[src/rtl/nf_tpu_ins_router_if.sv]
// Handshake bundle for nf_tpu_ins_router: instruction input, pass-through
// output and the shared multicast slice bus with per-slice valid/ready.
interface nf_tpu_ins_router_if #(
    parameter int INS_W    = 64,
    parameter int N_SLICES = 4
);
    logic [INS_W-1:0]    in_ins;
    logic                in_ins_valid;
    logic                in_ins_ready;

    logic [INS_W-1:0]    out_ins;
    logic                out_ins_valid;
    logic                out_ins_ready;

    logic [INS_W-1:0]    out_slice_ins;
    logic [N_SLICES-1:0] out_slice_valid;
    logic [N_SLICES-1:0] out_slice_ready;

    // Environment side: produces instructions, consumes both output paths.
    modport master (
        output in_ins, in_ins_valid, out_ins_ready, out_slice_ready,
        input  in_ins_ready, out_ins, out_ins_valid, out_slice_ins, out_slice_valid
    );

    // Router side.
    modport slave (
        input  in_ins, in_ins_valid, out_ins_ready, out_slice_ready,
        output in_ins_ready, out_ins, out_ins_valid, out_slice_ins, out_slice_valid
    );
endinterface

[src/rtl/nf_tpu_ins_router.sv]
// Instruction router: multicasts slice-opcode instructions to N_SLICES slices and
// forwards everything else on a registered pass-through. Optional counters: NF_TPU_ROUTER_STATS_EN.
module nf_tpu_ins_router #(
    parameter int INS_W     = 64,
    parameter int OPC_W     = 8,
    parameter int N_SLICES  = 4,
    parameter int SLICE_OPC = 5,
    parameter int FENCE_OPC = 6,
    parameter int MASK_LSB  = 8
) (
    input  logic                 sys_clk,
    input  logic                 sys_rst_n,
    nf_tpu_ins_router_if.slave   bus,
    output logic                 err_bad_mask,
    input  logic                 err_clr
`ifdef NF_TPU_ROUTER_STATS_EN
    ,
    input  logic                 stat_clr,
    output logic [31:0]          stat_slice_cnt,
    output logic [31:0]          stat_pass_cnt,
    output logic [31:0]          stat_stall_cnt
`endif
);

    logic [OPC_W-1:0]    opcode;
    logic [N_SLICES-1:0] sel_mask;
    logic                is_slice;
    logic                is_fence;
    logic                mask_zero;
    logic                pass_free;
    logic                slice_free;
    logic                fence_ok;
    logic                in_ready;
    logic                in_acc;
    logic                slice_acc;
    logic                pass_acc;
    logic                bad_acc;

    logic [INS_W-1:0]    out_ins_q, out_ins_d;
    logic                out_ins_valid_q, out_ins_valid_d;
    logic [INS_W-1:0]    out_slice_ins_q, out_slice_ins_d;
    logic [N_SLICES-1:0] pending_q, pending_d;
    logic [N_SLICES-1:0] pending_hs;
    logic                err_q, err_d;

    // ------------------------------------------------------------------
    // Classification and acceptance
    // ------------------------------------------------------------------
    always_comb begin
        opcode     = bus.in_ins[OPC_W-1:0];
        sel_mask   = bus.in_ins[MASK_LSB +: N_SLICES];
        is_slice   = (opcode == OPC_W'(SLICE_OPC));
        is_fence   = (opcode == OPC_W'(FENCE_OPC));
        mask_zero  = (sel_mask == '0);
        pass_free  = !out_ins_valid_q || bus.out_ins_ready;
        slice_free = (pending_hs == '0);
        // A fence waits until both paths are empty after this cycle's handshakes.
        fence_ok   = slice_free && pass_free;

        in_ready = pass_free;
        if (is_slice) begin
            in_ready = mask_zero || slice_free;
        end else if (is_fence) begin
            in_ready = fence_ok;
        end

        in_acc    = bus.in_ins_valid && in_ready;
        slice_acc = in_acc && is_slice && !mask_zero;
        bad_acc   = in_acc && is_slice && mask_zero;
        pass_acc  = in_acc && !is_slice;
    end

    assign bus.in_ins_ready = in_ready;

    // ------------------------------------------------------------------
    // Pass-through register
    // ------------------------------------------------------------------
    always_comb begin
        out_ins_d       = out_ins_q;
        out_ins_valid_d = out_ins_valid_q;
        if (pass_acc) begin
            out_ins_d       = bus.in_ins;
            out_ins_valid_d = 1'b1;
        end else if (bus.out_ins_ready) begin
            out_ins_valid_d = 1'b0;
        end
    end

    always_ff @(posedge sys_clk or negedge sys_rst_n) begin
        if (!sys_rst_n) begin
            out_ins_q       <= '0;
            out_ins_valid_q <= 1'b0;
        end else begin
            out_ins_q       <= out_ins_d;
            out_ins_valid_q <= out_ins_valid_d;
        end
    end

    assign bus.out_ins       = out_ins_q;
    assign bus.out_ins_valid = out_ins_valid_q;

    // ------------------------------------------------------------------
    // Multicast slice tracker: each selected slice clears its own bit on
    // handshake; a new instruction loads only once every bit would clear.
    // ------------------------------------------------------------------
    for (genvar gi = 0; gi < N_SLICES; gi++) begin : g_slice
        assign pending_hs[gi] = pending_q[gi] && !bus.out_slice_ready[gi];
        assign pending_d[gi]  = slice_acc ? sel_mask[gi] : pending_hs[gi];
    end

    always_comb begin
        out_slice_ins_d = out_slice_ins_q;
        if (slice_acc) begin
            out_slice_ins_d = bus.in_ins;
        end
    end

    always_ff @(posedge sys_clk or negedge sys_rst_n) begin
        if (!sys_rst_n) begin
            out_slice_ins_q <= '0;
            pending_q       <= '0;
        end else begin
            out_slice_ins_q <= out_slice_ins_d;
            pending_q       <= pending_d;
        end
    end

    assign bus.out_slice_ins   = out_slice_ins_q;
    assign bus.out_slice_valid = pending_q;

    // ------------------------------------------------------------------
    // Sticky error: clear wins over a same-cycle set.
    // ------------------------------------------------------------------
    always_comb begin
        err_d = err_q;
        if (err_clr) begin
            err_d = 1'b0;
        end else if (bad_acc) begin
            err_d = 1'b1;
        end
    end

    always_ff @(posedge sys_clk or negedge sys_rst_n) begin
        if (!sys_rst_n) begin
            err_q <= 1'b0;
        end else begin
            err_q <= err_d;
        end
    end

    assign err_bad_mask = err_q;

`ifdef NF_TPU_ROUTER_STATS_EN
    // ------------------------------------------------------------------
    // Saturating event counters. Zero-mask slice instructions are still
    // accepted, so they count as slice accepts.
    // ------------------------------------------------------------------
    logic [2:0]       stat_inc;
    logic [2:0][31:0] stat_cnt;

    assign stat_inc[0] = in_acc && is_slice;
    assign stat_inc[1] = pass_acc;
    assign stat_inc[2] = bus.in_ins_valid && !in_ready;

    for (genvar gi = 0; gi < 3; gi++) begin : g_stat
        logic [31:0] cnt_q, cnt_d;

        always_comb begin
            cnt_d = cnt_q;
            if (stat_clr) begin
                cnt_d = '0;
            end else if (stat_inc[gi] && (cnt_q != 32'hFFFF_FFFF)) begin
                cnt_d = cnt_q + 32'd1;
            end
        end

        always_ff @(posedge sys_clk or negedge sys_rst_n) begin
            if (!sys_rst_n) begin
                cnt_q <= '0;
            end else begin
                cnt_q <= cnt_d;
            end
        end

        assign stat_cnt[gi] = cnt_q;
    end

    assign stat_slice_cnt = stat_cnt[0];
    assign stat_pass_cnt  = stat_cnt[1];
    assign stat_stall_cnt = stat_cnt[2];
`endif

endmodule
[src/flat_wrapper.sv]
// flat-port wrapper written by rule: the top's interface ports become plain ports
module nf_tpu_ins_router_flat 
#(
    parameter int INS_W     = 64,
    parameter int OPC_W     = 8,
    parameter int N_SLICES  = 4,
    parameter int SLICE_OPC = 5,
    parameter int FENCE_OPC = 6,
    parameter int MASK_LSB  = 8
)
  (sys_clk, sys_rst_n, err_bad_mask, err_clr, bus_in_ins, bus_in_ins_valid, bus_out_ins_ready, bus_out_slice_ready, bus_in_ins_ready, bus_out_ins, bus_out_ins_valid, bus_out_slice_ins, bus_out_slice_valid);
  nf_tpu_ins_router_if #(.INS_W(INS_W), .N_SLICES(N_SLICES)) bus_i ();
  input  logic sys_clk;
  input  logic sys_rst_n;
  output logic err_bad_mask;
  input  logic err_clr;
  input wire logic [$bits(bus_i.in_ins)-1:0] bus_in_ins;
  input wire logic [$bits(bus_i.in_ins_valid)-1:0] bus_in_ins_valid;
  input wire logic [$bits(bus_i.out_ins_ready)-1:0] bus_out_ins_ready;
  input wire logic [$bits(bus_i.out_slice_ready)-1:0] bus_out_slice_ready;
  output wire logic [$bits(bus_i.in_ins_ready)-1:0] bus_in_ins_ready;
  output wire logic [$bits(bus_i.out_ins)-1:0] bus_out_ins;
  output wire logic [$bits(bus_i.out_ins_valid)-1:0] bus_out_ins_valid;
  output wire logic [$bits(bus_i.out_slice_ins)-1:0] bus_out_slice_ins;
  output wire logic [$bits(bus_i.out_slice_valid)-1:0] bus_out_slice_valid;
  assign bus_i.in_ins = bus_in_ins;
  assign bus_i.in_ins_valid = bus_in_ins_valid;
  assign bus_i.out_ins_ready = bus_out_ins_ready;
  assign bus_i.out_slice_ready = bus_out_slice_ready;
  assign bus_in_ins_ready = bus_i.in_ins_ready;
  assign bus_out_ins = bus_i.out_ins;
  assign bus_out_ins_valid = bus_i.out_ins_valid;
  assign bus_out_slice_ins = bus_i.out_slice_ins;
  assign bus_out_slice_valid = bus_i.out_slice_valid;
  nf_tpu_ins_router #(.INS_W(INS_W), .OPC_W(OPC_W), .N_SLICES(N_SLICES), .SLICE_OPC(SLICE_OPC), .FENCE_OPC(FENCE_OPC), .MASK_LSB(MASK_LSB)) u_core (.sys_clk(sys_clk), .sys_rst_n(sys_rst_n), .bus(bus_i), .err_bad_mask(err_bad_mask), .err_clr(err_clr));
endmodule
[config.mk]
export PLATFORM = sky130hd
export DESIGN_NAME = nf_tpu_ins_router_flat
export DESIGN_NICKNAME = d
export VERILOG_FILES = /design/src/rtl/nf_tpu_ins_router_if.sv /design/src/rtl/nf_tpu_ins_router.sv /design/src/flat_wrapper.sv
export SDC_FILE = /design/constraint.sdc
export NUM_CORES = 1
export LEC_CHECK = 0
export BUFFER_PORTS_ARGS = -buffer_cell sky130_fd_sc_hd__buf_2
export CORE_UTILIZATION = 43
export CTS_CLUSTER_SIZE = 24
export DETAILED_ROUTE_END_ITERATION = 16
export HOLD_SLACK_MARGIN = 0.06
export PLACE_DENSITY = 0.81
export SLEW_MARGIN = 20
export SYNTH_ARGS = -nofsm -noshare
export SYNTH_HDL_FRONTEND = slang
export SYNTH_SLANG_ARGS = --single-unit
[constraint.sdc]
create_clock -name sys_clk -period 2.12 [get_ports sys_clk]
set_clock_uncertainty 0.15 [all_clocks]
set_input_delay 0.318 -clock sys_clk [delete_from_list [all_inputs] [get_ports sys_clk]]
set_output_delay 0.318 -clock sys_clk [all_outputs]
set_load 0.005 [all_outputs]
==> results.md <==
* Library cells used by synthesis at 21
* Hpwl dp at 8290 um
* Worst Max-Slew Pin Slew at 449 ps
* Number of violations of the max-capacitance limit at 0
* Initial cell density of the core at 0.447
* WL/cell at 18.3 um
* HP Class: primary input to register
* Wire length of the first global-routing pass at 21,200 um
* Pre-Repair DR Iteration Count at 10
* Inst Count DP at 655
* Total Routed Length at 14,100 um
* IO Pins at 208
* Core region area at 11,600 sq um
* Synthesized area per cell at 17.1 sq um
* Highest-delay cell along the critical path: dfrtp_1
* Library cell with the highest instance count after synthesis: dfrtp_1
* Total gr overflow at 0
* Setup-violating endpoint count in the final report at 45
* Adder-Cell Fraction of Synth Area at 0
* Combinational family with the most area after synthesis: multiplexers
* Final clock period utilization by the worst path at 1.02
* Leading post-synthesis cells by instance count: 134 x dfrtp_1, 102 x mux2_2, 18 x mux2_4
* Routed vias/inst at 4.88
* Peak supply drop at 611 uV
* EDFF count, synth at 0
* Area growth syn-to-layout at 56.4%
* Syn nets at 375
* Buffers added on ports at 207
* Number of inserted filler cells in the final layout at 770
* Post-detailed-route count of antenna-violating nets at 0
* Result of the run: finished with violations
* FP Rows at 39
* DRC viols at 15
* Net Switching at 1530 uW
* Internal Pwr Total at 5180 uW
* Post-synthesis cell type with the largest combined area: dfrtp_1
* Switching portion of total power at 0.228
* Violations in the final reports: design-rule violations, negative setup slack
* H-tree depth at 4
* Number of hold violations in the final report at 0
* Maximum cell stage delay along the critical path at 390 ps
* Comb pwr share at 0.140
* Die footprint at 12,500 sq um
* Seq. cell area at 3350 sq um
* Die width at 112 um
* Fin worst setup slack at -35.7 ps
* XOR/XNOR share of the synthesized area at 0
* Antenna violations before repair at 1
* Clock Path Buffers at 2
* Post-synthesis compound-gate area fraction at 0.0116
* Pwr Density at 830 nW/um^2
* Clock-pin slew of the registers on the worst-case setup and hold paths at 60 ps
* Critical path arrival at 2290 ps
* Top achievable clock speed at 464 MHz
* Sequential element share of the synthesized area at 0.648
* Yosys Warn Count at 0
* Clock sink count at 134
* Clock root buffer: clkbuf_16
* Clock network fraction of total power at 0.422
* Top cells by area in the synthesized netlist: dfrtp_1 65%, mux2_2 22%, mux2_4 5.2%
* Chip Height at 112 um
* Post-layout instance count excluding filler cells at 769
* Portion of total power attributed to sequential cells at 0.437
* Fraction of synthesized cell area taken by the top area cell type at 0.648
* Final count of pins violating max slew at 0
* Setup Slack @ Placement at -77.1 ps
* Async SR Flop Fraction at 1.00
* Via count at 3,752
* Gate count of the mapped netlist at 302
* Share of cells above drive strength 1 at 0.634
* Later-pin clock latency in the skew report at 410 ps
* Worst slew margin relative to its limit at 0.701
* Summed instance area of the synthesized netlist at 5170 sq um
* Sequence of cells on the critical path: nor2b_4, nor4_4, buf_4, and4b_4, buf_12, clkbuf_16, mux2_4
* Global Route Usage Sum at 0.223
* Final core area utilization at 0.700
* Maximum number of pins on one net before global-route repair at 62
* Vias in the first global route at 4,108
* CTS tree: built
* Count of state elements after synthesis at 134
* CP required at 2260 ps
* Leakage power of the design at 0.00416 uW
* Setup repair after global routing missed its margin: true
* Simple-gate share of the synthesized area at 0.0346
* Share of synthesized area spent on multiplexers at 0.274
* Nature of the critical path endpoint: register
* Final critical path time including I/O delays and setup at 2160 ps
* Final Net Count at 685
* Inserted Clock Buffers at 17
* Highest net fanout along the worst path at 11
* Routability Congestion at 0.770
* Critical setup path kind: register to register
* Area taken by multi-input logic gates at 1850 sq um
* 1st-iter DRT viols at 179
* Dominant synthesized flop cell: dfrtp_1
* Critical path startpoint category: register
-- layout by cell type, fill, tap and decap left out, drive strengths merged, types with 3 or more instances in the layout --
cell type      n
buf          232
dfrtp        134
mux2         120
dlygate4sd3   71
clkbuf        26
nor2b         13
clkinv         5
a21o           4
nor4           3
-- path summary, 6_finish.rpt --
path / from / end / slack, ps / depth (start not counted)
max: u_core.bus.out_slice_valid[0]$_DFF_PN0_ / u_core.bus.out_slice_ins[27]$_DFFE_PN0P_ / -40 / 7
min: bus_out_slice_ready[1] / u_core.bus.out_slice_valid[1]$_DFF_PN0_ / 100 / 3
max reg2reg: u_core.bus.out_slice_valid[0]$_DFF_PN0_ / u_core.bus.out_slice_ins[27]$_DFFE_PN0P_ / -40 / 7
min reg2reg: u_core.bus.out_slice_ins[0]$_DFFE_PN0P_ / u_core.bus.out_slice_ins[0]$_DFFE_PN0P_ / 310 / 1
max in group asynchronous: sys_rst_n / u_core.bus.out_slice_ins[49]$_DFFE_PN0P_ / 860 / 3
min in group asynchronous: sys_rst_n / u_core.bus.out_slice_ins[21]$_DFFE_PN0P_ / 270 / 2
-- kinds of logic after synthesis --
family                 after synthesis
DFF                                134
muxes                              120
and+or+nand+nor                     24
buffers and inverters               15
AOI/OAI and AO/OA                    9
-- stage by stage --
step           total power (uW)  setup TNS [ps]  cell area [sq um]  hold slack [ps]
2_1_floorplan              3290               0               5170             -128
3_3_place_gp               3730            -145               6450              132
3_5_place_dp               3770           -4780               6450              148
4_1_cts                    6720            -133               7760             64.7
5_1_grt                    7000           -3750               8090             82.9
6_report                   6720            -655               8090              101
-- worst max-delay path, delay by kind of cell (launching register included) --
family,cells,cell delay (ps)
and+or+nand+nor,3,670
DFF,1,390
muxes,1,300
buffers and inverters,3,500
-- state kept, by name (all words and copies together) (netlist names) --
signal                      flops
u_core.bus.out_ins             64
u_core.bus.out_ins_valid        1
u_core.err_bad_mask             1
u_core.bus.out_slice_ins       64
u_core.bus.out_slice_valid      4
-- repair_timing --
item	in CTS	in global routing
pin swaps	4	2
hold buffers	70	1
setup buffers	1	5
gates resized for setup	8	45
setup endpoints to repair	1	117
gates cloned	0	4
hold endpoints to repair	150	1
-- power by group through the flow --
stage	clock (uW)	combinational (uW)	sequential, uW
4_1_cts	2890	908	2930
3_3_place_gp	0	777	2950
3_5_place_dp	0	807	2970
5_1_grt	3020	1020	2960
6_report	2840	941	2940
2_1_floorplan	0	306	2980
-- layer usage --
| layer | GRT usage | wire length [um] | vias to the layer above |
|---|---|---|---|
| li1 | - | - | 1687 |
| met1 | 0.241 | 5280 | 1867 |
| met2 | 0.393 | 7500 | 156 |
| met3 | 0.0670 | 804 | 42 |
| met4 | 0.115 | 524 | 0 |
| met5 | 0 | 0 | - |
-- area by class of cell --
| cell class | instances | area share |
|---|---|---|
| Multi-Input combinational cell | 153 | 0.229 |
| Clock buffer | 23 | 0.0591 |
| Tap cell | 143 | 0.0221 |
| Clock inverter | 9 | 0.0124 |
| Timing Repair Buffer | 306 | 0.263 |
| Antenna cell | 1 | 0.000309 |
| Sequential cell | 134 | 0.414 |
Note: power is estimated with default switching activity, not from simulation.
